`config.mk`:
```
export PLATFORM = sky130hd
export DESIGN_NAME = int_pc_trigger
export DESIGN_NICKNAME = d
export VERILOG_FILES = /design/src/rtl/int_pc_trigger.sv
export SDC_FILE = /design/constraint.sdc
export NUM_CORES = 1
export LEC_CHECK = 0
export CORE_UTILIZATION = 30
export DETAILED_ROUTE_END_ITERATION = 8
export GPL_ROUTABILITY_DRIVEN = 0
export GPL_TIMING_DRIVEN = 0
export SKIP_LAST_GASP = 1
export SLEW_MARGIN = 10
export SYNTH_ARGS = -nofsm -noshare
export SYNTH_HDL_FRONTEND = slang
export SYNTH_SLANG_ARGS = --single-unit
```
`constraint.sdc`:
```
create_clock -name clk -period 4.08 [get_ports clk]
set_clock_uncertainty 0.15 [all_clocks]
set_input_delay 0.408 -clock clk [delete_from_list [all_inputs] [get_ports clk]]
set_output_delay 0.408 -clock clk [all_outputs]
set_load 0.1 [all_outputs]
```
`src/rtl/int_pc_trigger.sv`:
```
// int_pc_trigger: PC-triggered multi-channel external interrupt source.
// A small ordered table of (word PC, channel, last) entries is walked one
// entry at a time; when the CPU's committed PC reaches the current entry the
// entry's channel line is raised, and the CPU drops it again by storing to
// that channel's acknowledge word. Lines left unacknowledged for too long
// raise a sticky per-channel error flag.
module int_pc_trigger #(
  parameter int          NUM_CH     = 4,
  parameter int          DEPTH      = 16,
  parameter logic [31:0] ACK_BASE   = 32'h0000_7f20,
  parameter int          ACK_STRIDE = 4,
  parameter int          TIMEOUT    = 1024,
  parameter int          CW         = 16,
  localparam int         IW         = $clog2(DEPTH),
  localparam int         CHW        = (NUM_CH > 1) ? $clog2(NUM_CH) : 1
) (
  input  logic              clk,
  input  logic              reset,
  input  logic              start,
  input  logic              cfg_we,
  input  logic [IW-1:0]     cfg_idx,
  input  logic [31:0]       cfg_pc,
  input  logic [CHW-1:0]    cfg_ch,
  input  logic              cfg_last,
  input  logic [31:0]       macroscopic_pc,
  input  logic [31:0]       m_int_addr,
  input  logic [3:0]        m_int_byteen,
  output logic [NUM_CH-1:0] interrupt,
  output logic              busy,
  output logic              done,
  output logic [CW-1:0]     fired_cnt,
  output logic [NUM_CH-1:0] ack_err
);

  localparam int             TW        = $clog2(TIMEOUT + 1);
  localparam logic [TW-1:0]  TMO       = TW'(TIMEOUT);
  localparam logic [IW-1:0]  PTR_LAST  = IW'(DEPTH - 1);
  localparam logic [CHW:0]   NUM_CH_W  = (CHW + 1)'(NUM_CH);

  typedef enum logic [1:0] {
    IDLE  = 2'd0,
    ARMED = 2'd1,
    DONE  = 2'd2
  } state_t;

  state_t            state_q, state_d;
  logic [IW-1:0]     ptr_q, ptr_d;
  logic [CW-1:0]     cnt_q, cnt_d;
  logic [NUM_CH-1:0] int_q, int_d;
  logic [NUM_CH-1:0] err_q, err_d;
  logic              busy_q, busy_d;
  logic              done_q, done_d;
  logic [TW-1:0]     timer_q [NUM_CH];
  logic [TW-1:0]     timer_d [NUM_CH];

  // Trigger table storage; contents are only meaningful once written.
  logic [29:0]       tbl_pc_q   [DEPTH];
  logic [CHW-1:0]    tbl_ch_q   [DEPTH];
  logic              tbl_last_q [DEPTH];

  logic              cfg_ok;
  logic [29:0]       cur_pc;
  logic [CHW-1:0]    cur_ch;
  logic              cur_last;
  logic              ch_in_range;
  logic              cur_line;
  logic              pc_match;
  logic              fire;
  logic [NUM_CH-1:0] ack_hit;
  logic              unused_ok;

  // The word-offset bits of the incoming addresses carry no information here.
  assign unused_ok = ^{cfg_pc[1:0], macroscopic_pc[1:0], m_int_addr[1:0]};

  // Table edits are only accepted while no sequence is running.
  assign cfg_ok = cfg_we && (state_q != ARMED);

  // Table write port; no reset so the storage can map onto plain RAM/flops.
  always_ff @(posedge clk) begin
    if (cfg_ok) begin
      tbl_pc_q[cfg_idx]   <= cfg_pc[31:2];
      tbl_ch_q[cfg_idx]   <= cfg_ch;
      tbl_last_q[cfg_idx] <= cfg_last;
    end
  end

  assign cur_pc   = tbl_pc_q[ptr_q];
  assign cur_ch   = tbl_ch_q[ptr_q];
  assign cur_last = tbl_last_q[ptr_q];

  // Current entry match; an entry naming a non-existent channel never fires,
  // and a channel whose line is still up blocks its entry until acknowledged.
  always_comb begin
    ch_in_range = ({1'b0, cur_ch} < NUM_CH_W);
    cur_line    = 1'b1;
    if (ch_in_range) begin
      cur_line = int_q[cur_ch];
    end
    pc_match = (macroscopic_pc[31:2] == cur_pc);
    fire     = (state_q == ARMED) && !start && pc_match && ch_in_range && !cur_line;
  end

  // Decode acknowledge stores: any byte lane written to a channel's ack word.
  always_comb begin
    ack_hit = '0;
    if (|m_int_byteen) begin
      for (int k = 0; k < NUM_CH; k++) begin
        if ({m_int_addr[31:2], 2'b00} == (ACK_BASE + 32'(k * ACK_STRIDE))) begin
          ack_hit[k] = 1'b1;
        end
      end
    end
  end

  // Sequencer next-state: start (re)arms from entry 0, fires advance the pointer.
  always_comb begin
    state_d = state_q;
    ptr_d   = ptr_q;
    cnt_d   = cnt_q;
    unique case (state_q)
      IDLE: begin
        if (start) begin
          state_d = ARMED;
          ptr_d   = '0;
          cnt_d   = '0;
        end
      end
      ARMED: begin
        if (start) begin
          ptr_d = '0;
          cnt_d = '0;
        end else if (fire) begin
          ptr_d = ptr_q + 1'b1;
          cnt_d = cnt_q + 1'b1;
          if (cur_last || (ptr_q == PTR_LAST)) begin
            state_d = DONE;
          end
        end
      end
      DONE: begin
        if (start) begin
          state_d = ARMED;
          ptr_d   = '0;
          cnt_d   = '0;
        end
      end
      default: begin
        state_d = IDLE;
      end
    endcase
    busy_d = (state_d == ARMED);
    done_d = (state_d == DONE);
  end

  // Per-channel line, ack-wait timer and sticky timeout flag; these keep
  // running in every state so earlier lines can still be acknowledged.
  always_comb begin
    int_d = int_q;
    err_d = start ? '0 : err_q;
    for (int k = 0; k < NUM_CH; k++) begin
      timer_d[k] = timer_q[k];
      if (int_q[k] && (timer_q[k] != TMO)) begin
        timer_d[k] = timer_q[k] + 1'b1;
        if (timer_q[k] == TMO - 1'b1) begin
          err_d[k] = 1'b1;
        end
      end
      if (ack_hit[k] && int_q[k]) begin
        int_d[k] = 1'b0;
      end
      if (fire && (cur_ch == CHW'(k))) begin
        int_d[k]   = 1'b1;
        timer_d[k] = '0;
      end
    end
  end

  // State and channel registers with asynchronous active-low reset.
  always_ff @(posedge clk or negedge reset) begin
    if (!reset) begin
      state_q <= IDLE;
      ptr_q   <= '0;
      cnt_q   <= '0;
      int_q   <= '0;
      err_q   <= '0;
      busy_q  <= 1'b0;
      done_q  <= 1'b0;
      for (int k = 0; k < NUM_CH; k++) begin
        timer_q[k] <= '0;
      end
    end else begin
      state_q <= state_d;
      ptr_q   <= ptr_d;
      cnt_q   <= cnt_d;
      int_q   <= int_d;
      err_q   <= err_d;
      busy_q  <= busy_d;
      done_q  <= done_d;
      for (int k = 0; k < NUM_CH; k++) begin
        timer_q[k] <= timer_d[k];
      end
    end
  end

  assign interrupt = int_q;
  assign busy      = busy_q;
  assign done      = done_q;
  assign fired_cnt = cnt_q;
  assign ack_err   = err_q;

endmodule

```
Word-level counts from Yosys, hierarchy flattened
Memory sizes are Yosys's and may differ from the RTL's.
Index checks and enable logic that the tools add are counted.
{"block": "totals", "mem_count": 3, "in_bits": 111, "out_inout_bits": 26, "wordCells": 128, "ram_bits": 528, "ff_bits": 76}
{"block": "op_classes", "magnitude_cmp": 1, "eq_ne": 24, "n_addsub": 6, "mux": 47, "reduce_logical": 33}
{"memory": "tbl_pc_q", "depth": 16, "width": 30, "rd": 1, "rd_ports_with_merged_regs": 0, "wr": 1, "line": "57", "rtl": "logic [29:0] tbl_pc_q [DEPTH];"}
{"memory": "tbl_ch_q", "depth": 16, "width": 2, "rd": 1, "rd_ports_with_merged_regs": 0, "wr": 1, "line": "58", "rtl": "logic [CHW-1:0] tbl_ch_q [DEPTH];"}
{"memory": "tbl_last_q", "depth": 16, "width": 1, "rd": 1, "rd_ports_with_merged_regs": 0, "wr": 1, "line": "59", "rtl": "logic tbl_last_q [DEPTH];"}
{"op": "$eq 30x13->1 const B", "count": 4}
{"op": "$mux 11", "count": 8}
{"op": "$mux 16", "count": 3}
{"op": "$add 11x1->11 const B", "count": 4}
{"op": "$eq 11x10->1 const B", "count": 4}
{"op": "$ne 11x11->1 const B", "count": 4}
{"op": "$pmux 16 s2", "count": 1}
{"op": "$eq 30x30->1", "count": 1}
{"op": "$mux 1", "count": 23}
{"op": "$mux 4", "count": 5}
{"op": "$reduce_bool 2->1", "count": 9}
{"op": "$add 16x1->16 const B", "count": 1}
{"op": "$logic_and 1x1->1", "count": 16}
{"op": "$eq 2x2->1 const B", "count": 4}
{"op": "$mux 2", "count": 4}
{"op": "$pmux 4 s2", "count": 1}
{"op": "$eq 2x1->1 const B", "count": 3}
{"op": "$add 4x1->4 const B", "count": 1}
{"op": "$eq 4x4->1 const B", "count": 1}
{"op": "$logic_not 2->1", "count": 2}
{"op": "$ne 2x1->1 const B", "count": 2}
{"op": "$pmux 2 s2", "count": 1}
{"op": "$reduce_or 4->1", "count": 1}
{"op": "$lt 2x3->1 const B", "count": 1}
{"op": "6 further kinds", "count": 7}

Depth between registers and ports, before layout
An unclocked memory read counts as a cell.
{"block": "logic_depth", "depth_word": 9, "ltp_mapped": 17, "ltp_nobuf": 9}

Worst setup path after synthesis
No wires, ideal clock.
{"block": "synth_timing", "path_kind": "register to register", "startpoint": "reg state_q[0]", "endpoint": "mem tbl_ch_q[0][0] (netlist name), enable pin", "n_path_buf": 1, "stages_incl_launch_ff": 6, "required_ps": 3465, "path_slack_ps": 112, "period_less_slack_ps": 3968, "setup_time_ps": 465, "arrival_time_ps": 3353, "path_cell_list": "dfrtp_1 buf_2 nand2b_1 nand2_1 or3_1 nor3_1"}
{"block": "synth_between", "elab_chain_cells": 4}
{"element": "from (decl)", "line": "46", "rtl": "state_t state_q, state_d;"}
{"element": "from (signal assigned)", "line": "192", "rtl": "state_q <= state_d;"}
{"element": "$ne 2x1->1", "line": "76", "rtl": "assign cfg_ok = cfg_we && (state_q != ARMED);"}
{"element": "$logic_and 1x1->1", "line": "76"}
{"element": "$mux 1", "line": "80", "rtl": "if (cfg_ok) begin"}
{"element": "$mux 1 (implied by the code)", "line": "82", "rtl": "tbl_ch_q[cfg_idx] <= cfg_ch;"}
{"element": "to (decl)", "line": "58"}
Every way passes these cells.

Worst setup path in the final report
{"block": "layout_timing", "startpoint": "reg ptr_q[0]", "endpoint": "reg timer_q[39] (netlist name)"}
{"block": "layout_between", "elab_chain_cells": 7, "word_cells_on_any_way": 12, "classes_between": "eq/ne: 1; mux: 3; reduce/logical: 6; memory: 2"}
{"element": "from (decl)", "line": "47", "rtl": "logic [IW-1:0] ptr_q, ptr_d;"}
{"element": "from (signal assigned)", "line": "193", "rtl": "ptr_q <= ptr_d;"}
{"element": "$mem_v2 16x2"}
{"element": "$bmux 1 s2", "line": "97", "rtl": "cur_line = int_q[cur_ch];"}
{"element": "$mux 1 (implied by the code)", "line": "97"}
{"element": "$logic_not 1->1", "line": "100", "rtl": "fire = (state_q == ARMED) && !start && pc_match && ch_in_range && !cur_line;"}
{"element": "$logic_and 1x1->1", "line": "100"}
{"element": "$logic_and 1x1->1 *", "line": "171", "rtl": "if (fire && (cur_ch == CHW'(k))) begin"}
{"element": "$mux 11 / $reduce_bool 2->1 (equally long branches)"}
{"element": "to (signal, indexed assignment)", "line": "200", "rtl": "timer_q[k] <= timer_d[k];"}
{"element": "to (decl)", "line": "53", "rtl": "logic [TW-1:0] timer_q [NUM_CH];"}
Every way passes the cells marked *; elsewhere a longest branch is shown, timed or not. The select of a mux whose other input is x is not followed.
A chain may end at the register's enable or synchronous reset.

==> summary by stage <==
Yosys
The cell count after synthesis is 1,435. In the synthesized netlist the async set-or-reset flop fraction comes to 0.126. The number of different library cells used by synthesis comes to 81. The largest total area in the synthesized netlist belongs to edfxtp_1. The synthesized design contains 604 register bits. The number of nets in the synthesized netlist is 1,556. After synthesis, the most frequently instantiated cells are edfxtp_1, mux4_2, nand2_1. The synthesized area is 25,100 µm².

Ranked by total cell area, the synthesized netlist is headed by edfxtp_1, mux4_2, dfrtp_1, mux2i_1, xnor2_1. edfxtp_1 is the most common cell in the netlist. The count of flip-flops with a built-in enable after synthesis is 528.

Of the synthesized area, sequential elements account for 0.707. The mean instance size in the synthesized netlist is 17.5 µm². The number of synthesis warnings is 0.

Of the post-synthesis cell area, the dominant cell type holds 0.631. The commonest register cell after synthesis is edfxtp_1.

Status
The checks that failed: negative setup slack. The run finished, with violations left.

Floorplanning
The core region is 82,500 µm². The number of ports placed on the die boundary is 137. The floorplan has 105 rows. The initial utilization of the core area, before any placement, comes to 0.304.

The height of the die is 291 µm. The die extent in x is 291 µm. The die covers 84,900 µm².

Global routing
The initial antenna violation count came to 10. The first-pass GRT wire length is 103 mm. The global routing usage summed across all routing layers is 0.167. The via count of the first global-routing pass was 14,987. Entering global routing, the biggest net connects 63 pins. The total global routing overflow is 0.

Timing
Subtracting the final worst setup slack from the clock period gives 4.30 ns. The slack of the critical path is -0.219 ns. In the finished design, the share of the clock period the worst path needs comes to 1.05. Derived from the worst setup path, the maximum achievable clock frequency is 0.233 GHz. The max-slew violation count is 0. Setup repair after global routing could not meet its margin everywhere. The pin slew with the least headroom to its limit is 0.988 ns. The number of failing hold endpoints at the final stage is 0.

The count of final setup violators is 70. The worst pin sits at a relative slew slack of 0.339.

Critical path
The cell with the most instances on the worst path is buf_12. For this run, the slowest stage of the critical path takes 0.44 ns. The critical path capture point type is a register.

The critical path startpoint is ptr_q[0]. The cell with the largest stage delay on the worst path is dfrtp_1. The data required time of the critical path is 4.44 ns.

The critical path start-end classification is reg -> reg. The critical path data arrival time is 4.66 ns. The worst setup path is launched from a register.

In this run the worst path has a maximum fanout of 5. Traced cell by cell, the critical path runs through buf_6 > buf_12 > buf_12 > buf_16 > buf_12 > buf_16 > buf_12 > mux2_2 > o221ai_4 > o22ai_2 > or3_4 > a2111oi_4 > nand4_1 > buf_6 > nor3_4 > buf_4 > and3_4 > buf_6 > nor2_2. The worst register-to-register path begins at ptr_q[0].

Cells and area
The area added between synthesis and finish is 27.8%. In the final layout, the share of cells above drive strength 1 is 0.277. For this run, the post-layout net count is 1,867.

Power and ir drop
The completed layout was analyzed and its total power is 12.9 mW. VDD sags by at most 0.000345 V. The static leakage is 10.5 nW. For this design the ratio of total power to cell area is 403 nW/µm².

Clock tree
The clock net in this run drives a total of 604 sinks. The later pin in the worst-skew pair is clocked with a latency of 0.64 ns. Buffers inserted during clock tree synthesis total 59. The H-tree was split into 2 levels. The tree is rooted in a clkbuf_16. The maximum root-to-sink buffer count is 3.

The clock tree from TritonCTS is done. The clock-pin slew reported for the worst setup and hold paths after clock tree synthesis is 0.06 ns.

Run
Across the run, the number of max-cap violations was 0.

Drt
In the routed design, unresolved DRC markers number 0. The number of nets with antenna violations after detailed routing is 0. The total iterations of the first detailed-routing run is 8. The post-detailed-routing wire length is 72.4 mm. Summing over every cut layer, the via total after detailed routing is 15,319.

The final routed wire length divided by cell count is 25.2 µm. The first routing iteration left 1,726 violations. The average vias per placed instance is 5.34.

Placed design
Timing analysis after detailed placement gives a worst setup slack of -2.09 ns. Detailed placement ended at an HPWL of 47.4 mm. The number of buffers inserted by port buffering is 130.

Min path
The worst hold path belongs to the class in -> async.
-- through the flow --
step           utilization   TNS, ns  area [µm²]  hold slack (ns)  std cells
2_1_floorplan            -         0       25100          -0.0376       1435
3_3_place_gp         0.336  -1201.50       27800            0.337       2635
3_5_place_dp         0.346   -136.43       28500            0.138       2675
4_1_cts              0.381     -3.25       31400           0.0170       2832
5_1_grt              0.389    -16.65       32100           0.0477       2866
6_report             0.389     -8.52       32100           0.0415       2869
-- final cells by class --
class / instances / area [µm²]
buffer: 64 / 652
antenna: 4 / 10.0
inverter: 28 / 106
multi-input combinational: 739 / 7490
tap: 1070 / 1340
clock buffer: 73 / 1530
timing repair buffer: 250 / 2810
fill: 7527 / 50400
clock inverter: 37 / 398
sequential: 604 / 17800
-- path summary, 6_finish.rpt --
| kind | to | slack (ns) | depth (start not counted) |
|---|---|---|---|
| setup / recovery | timer_q[39] | -0.22 | 19 |
| hold / removal | timer_q[40] | 0.04 | 2 |
| setup reg to reg | timer_q[39] | -0.22 | 19 |
| hold reg to reg | ack_err[2] | 0.35 | 1 |
| max in group asynchronous | ptr_q[1] | 3.15 | 3 |
| min in group clk | interrupt[2] | 0.33 | 3 |
-- metal layers --
layer	part of all wire	vias to the layer above	GRT usage
met4	0.019	16	0.0406
li1	-	6395	-
met3	0.089	122	0.0383
met2	0.46	722	0.258
met1	0.43	8064	0.238
met5	0.0013	-	0
-- state kept, by name, indices dropped and copies added, names as in the netlist --
name and count:
interrupt 4, done 1, tbl_pc_q 480, timer_q 44, tbl_last_q 16, state_q 2, ptr_q 4, fired_cnt 16
ack_err 4, busy 1, tbl_ch_q 32
-- cells by family (layout without fill, tap and decap cells) --
family / after synthesis / in the layout / synth area share
other: 0 / 4 / 0
buffers and inverters: 92 / 452 / 0.0193
multiplexers: 186 / 186 / 0.135
AND/OR/NAND/NOR: 325 / 325 / 0.0675
XOR/XNOR: 71 / 71 / 0.0248
AO/OA/AOI/OAI: 147 / 147 / 0.0418
adder cells (fa/ha/maj): 10 / 10 / 0.00498
flip-flops: 604 / 604 / 0.707
-- placed cells by master (no fill, tap or decap), types with 7 or more instances in the layout --
master / n
a22oi_1: 15
nand4_1: 24
clkinv_1: 12
xor2_1: 33
xnor2_1: 28
nor2_4: 18
ha_1: 10
o211ai_1: 9
and3_1: 20
inv_1: 26
buf_6: 39
clkinv_2: 12
o21ai_0: 8
buf_16: 14
bufinv_16: 7
mux4_2: 120
edfxtp_1: 528
nand3_1: 16
and2_1: 9
clkbuf_1: 24
nor2b_1: 7
a31oi_1: 21
clkdlybuf4s50_1: 129
clkbuf_16: 63
dfrtp_1: 75
buf_4: 71
nor4_1: 13
nand2_1: 82
nor3_1: 11
nor2_2: 12
nor2_1: 44
mux2i_1: 49
mux2_2: 11
buf_12: 24
a21oi_1: 14
clkbuf_2: 8
nand2b_1: 8
-- worst max-delay path, delay by kind of cell, from the launching register on --
kind            cells  cell delay (ns)
compound gates      3             0.68
buf+inv            10             1.43
flops               1             0.44
mux                 1             0.30
simple gates        5             1.15
-- report_power, final --
part	leakage, nW	internal [mW]	total (mW)	switching [mW]
combinational	4.00	0.243	0.671	0.428
sequential	5.57	6.75	6.77	0.0178
clock	0.934	3.11	5.48	2.37
total	10.5	10.1	12.9	2.81
-- timing repair --
| action | in CTS | in global routing |
|---|---|---|
| hold buffers | 1 | 0 |
| cloned | 1 | 4 |
| endpoints found under the hold margin | 76 | 0 |
| pin swaps | 20 | 33 |
| endpoints found under the setup margin | 72 | 72 |
| buffers inserted | 47 | 29 |
| resized for setup | 138 | 81 |
(Power assumes the default switching activity.)
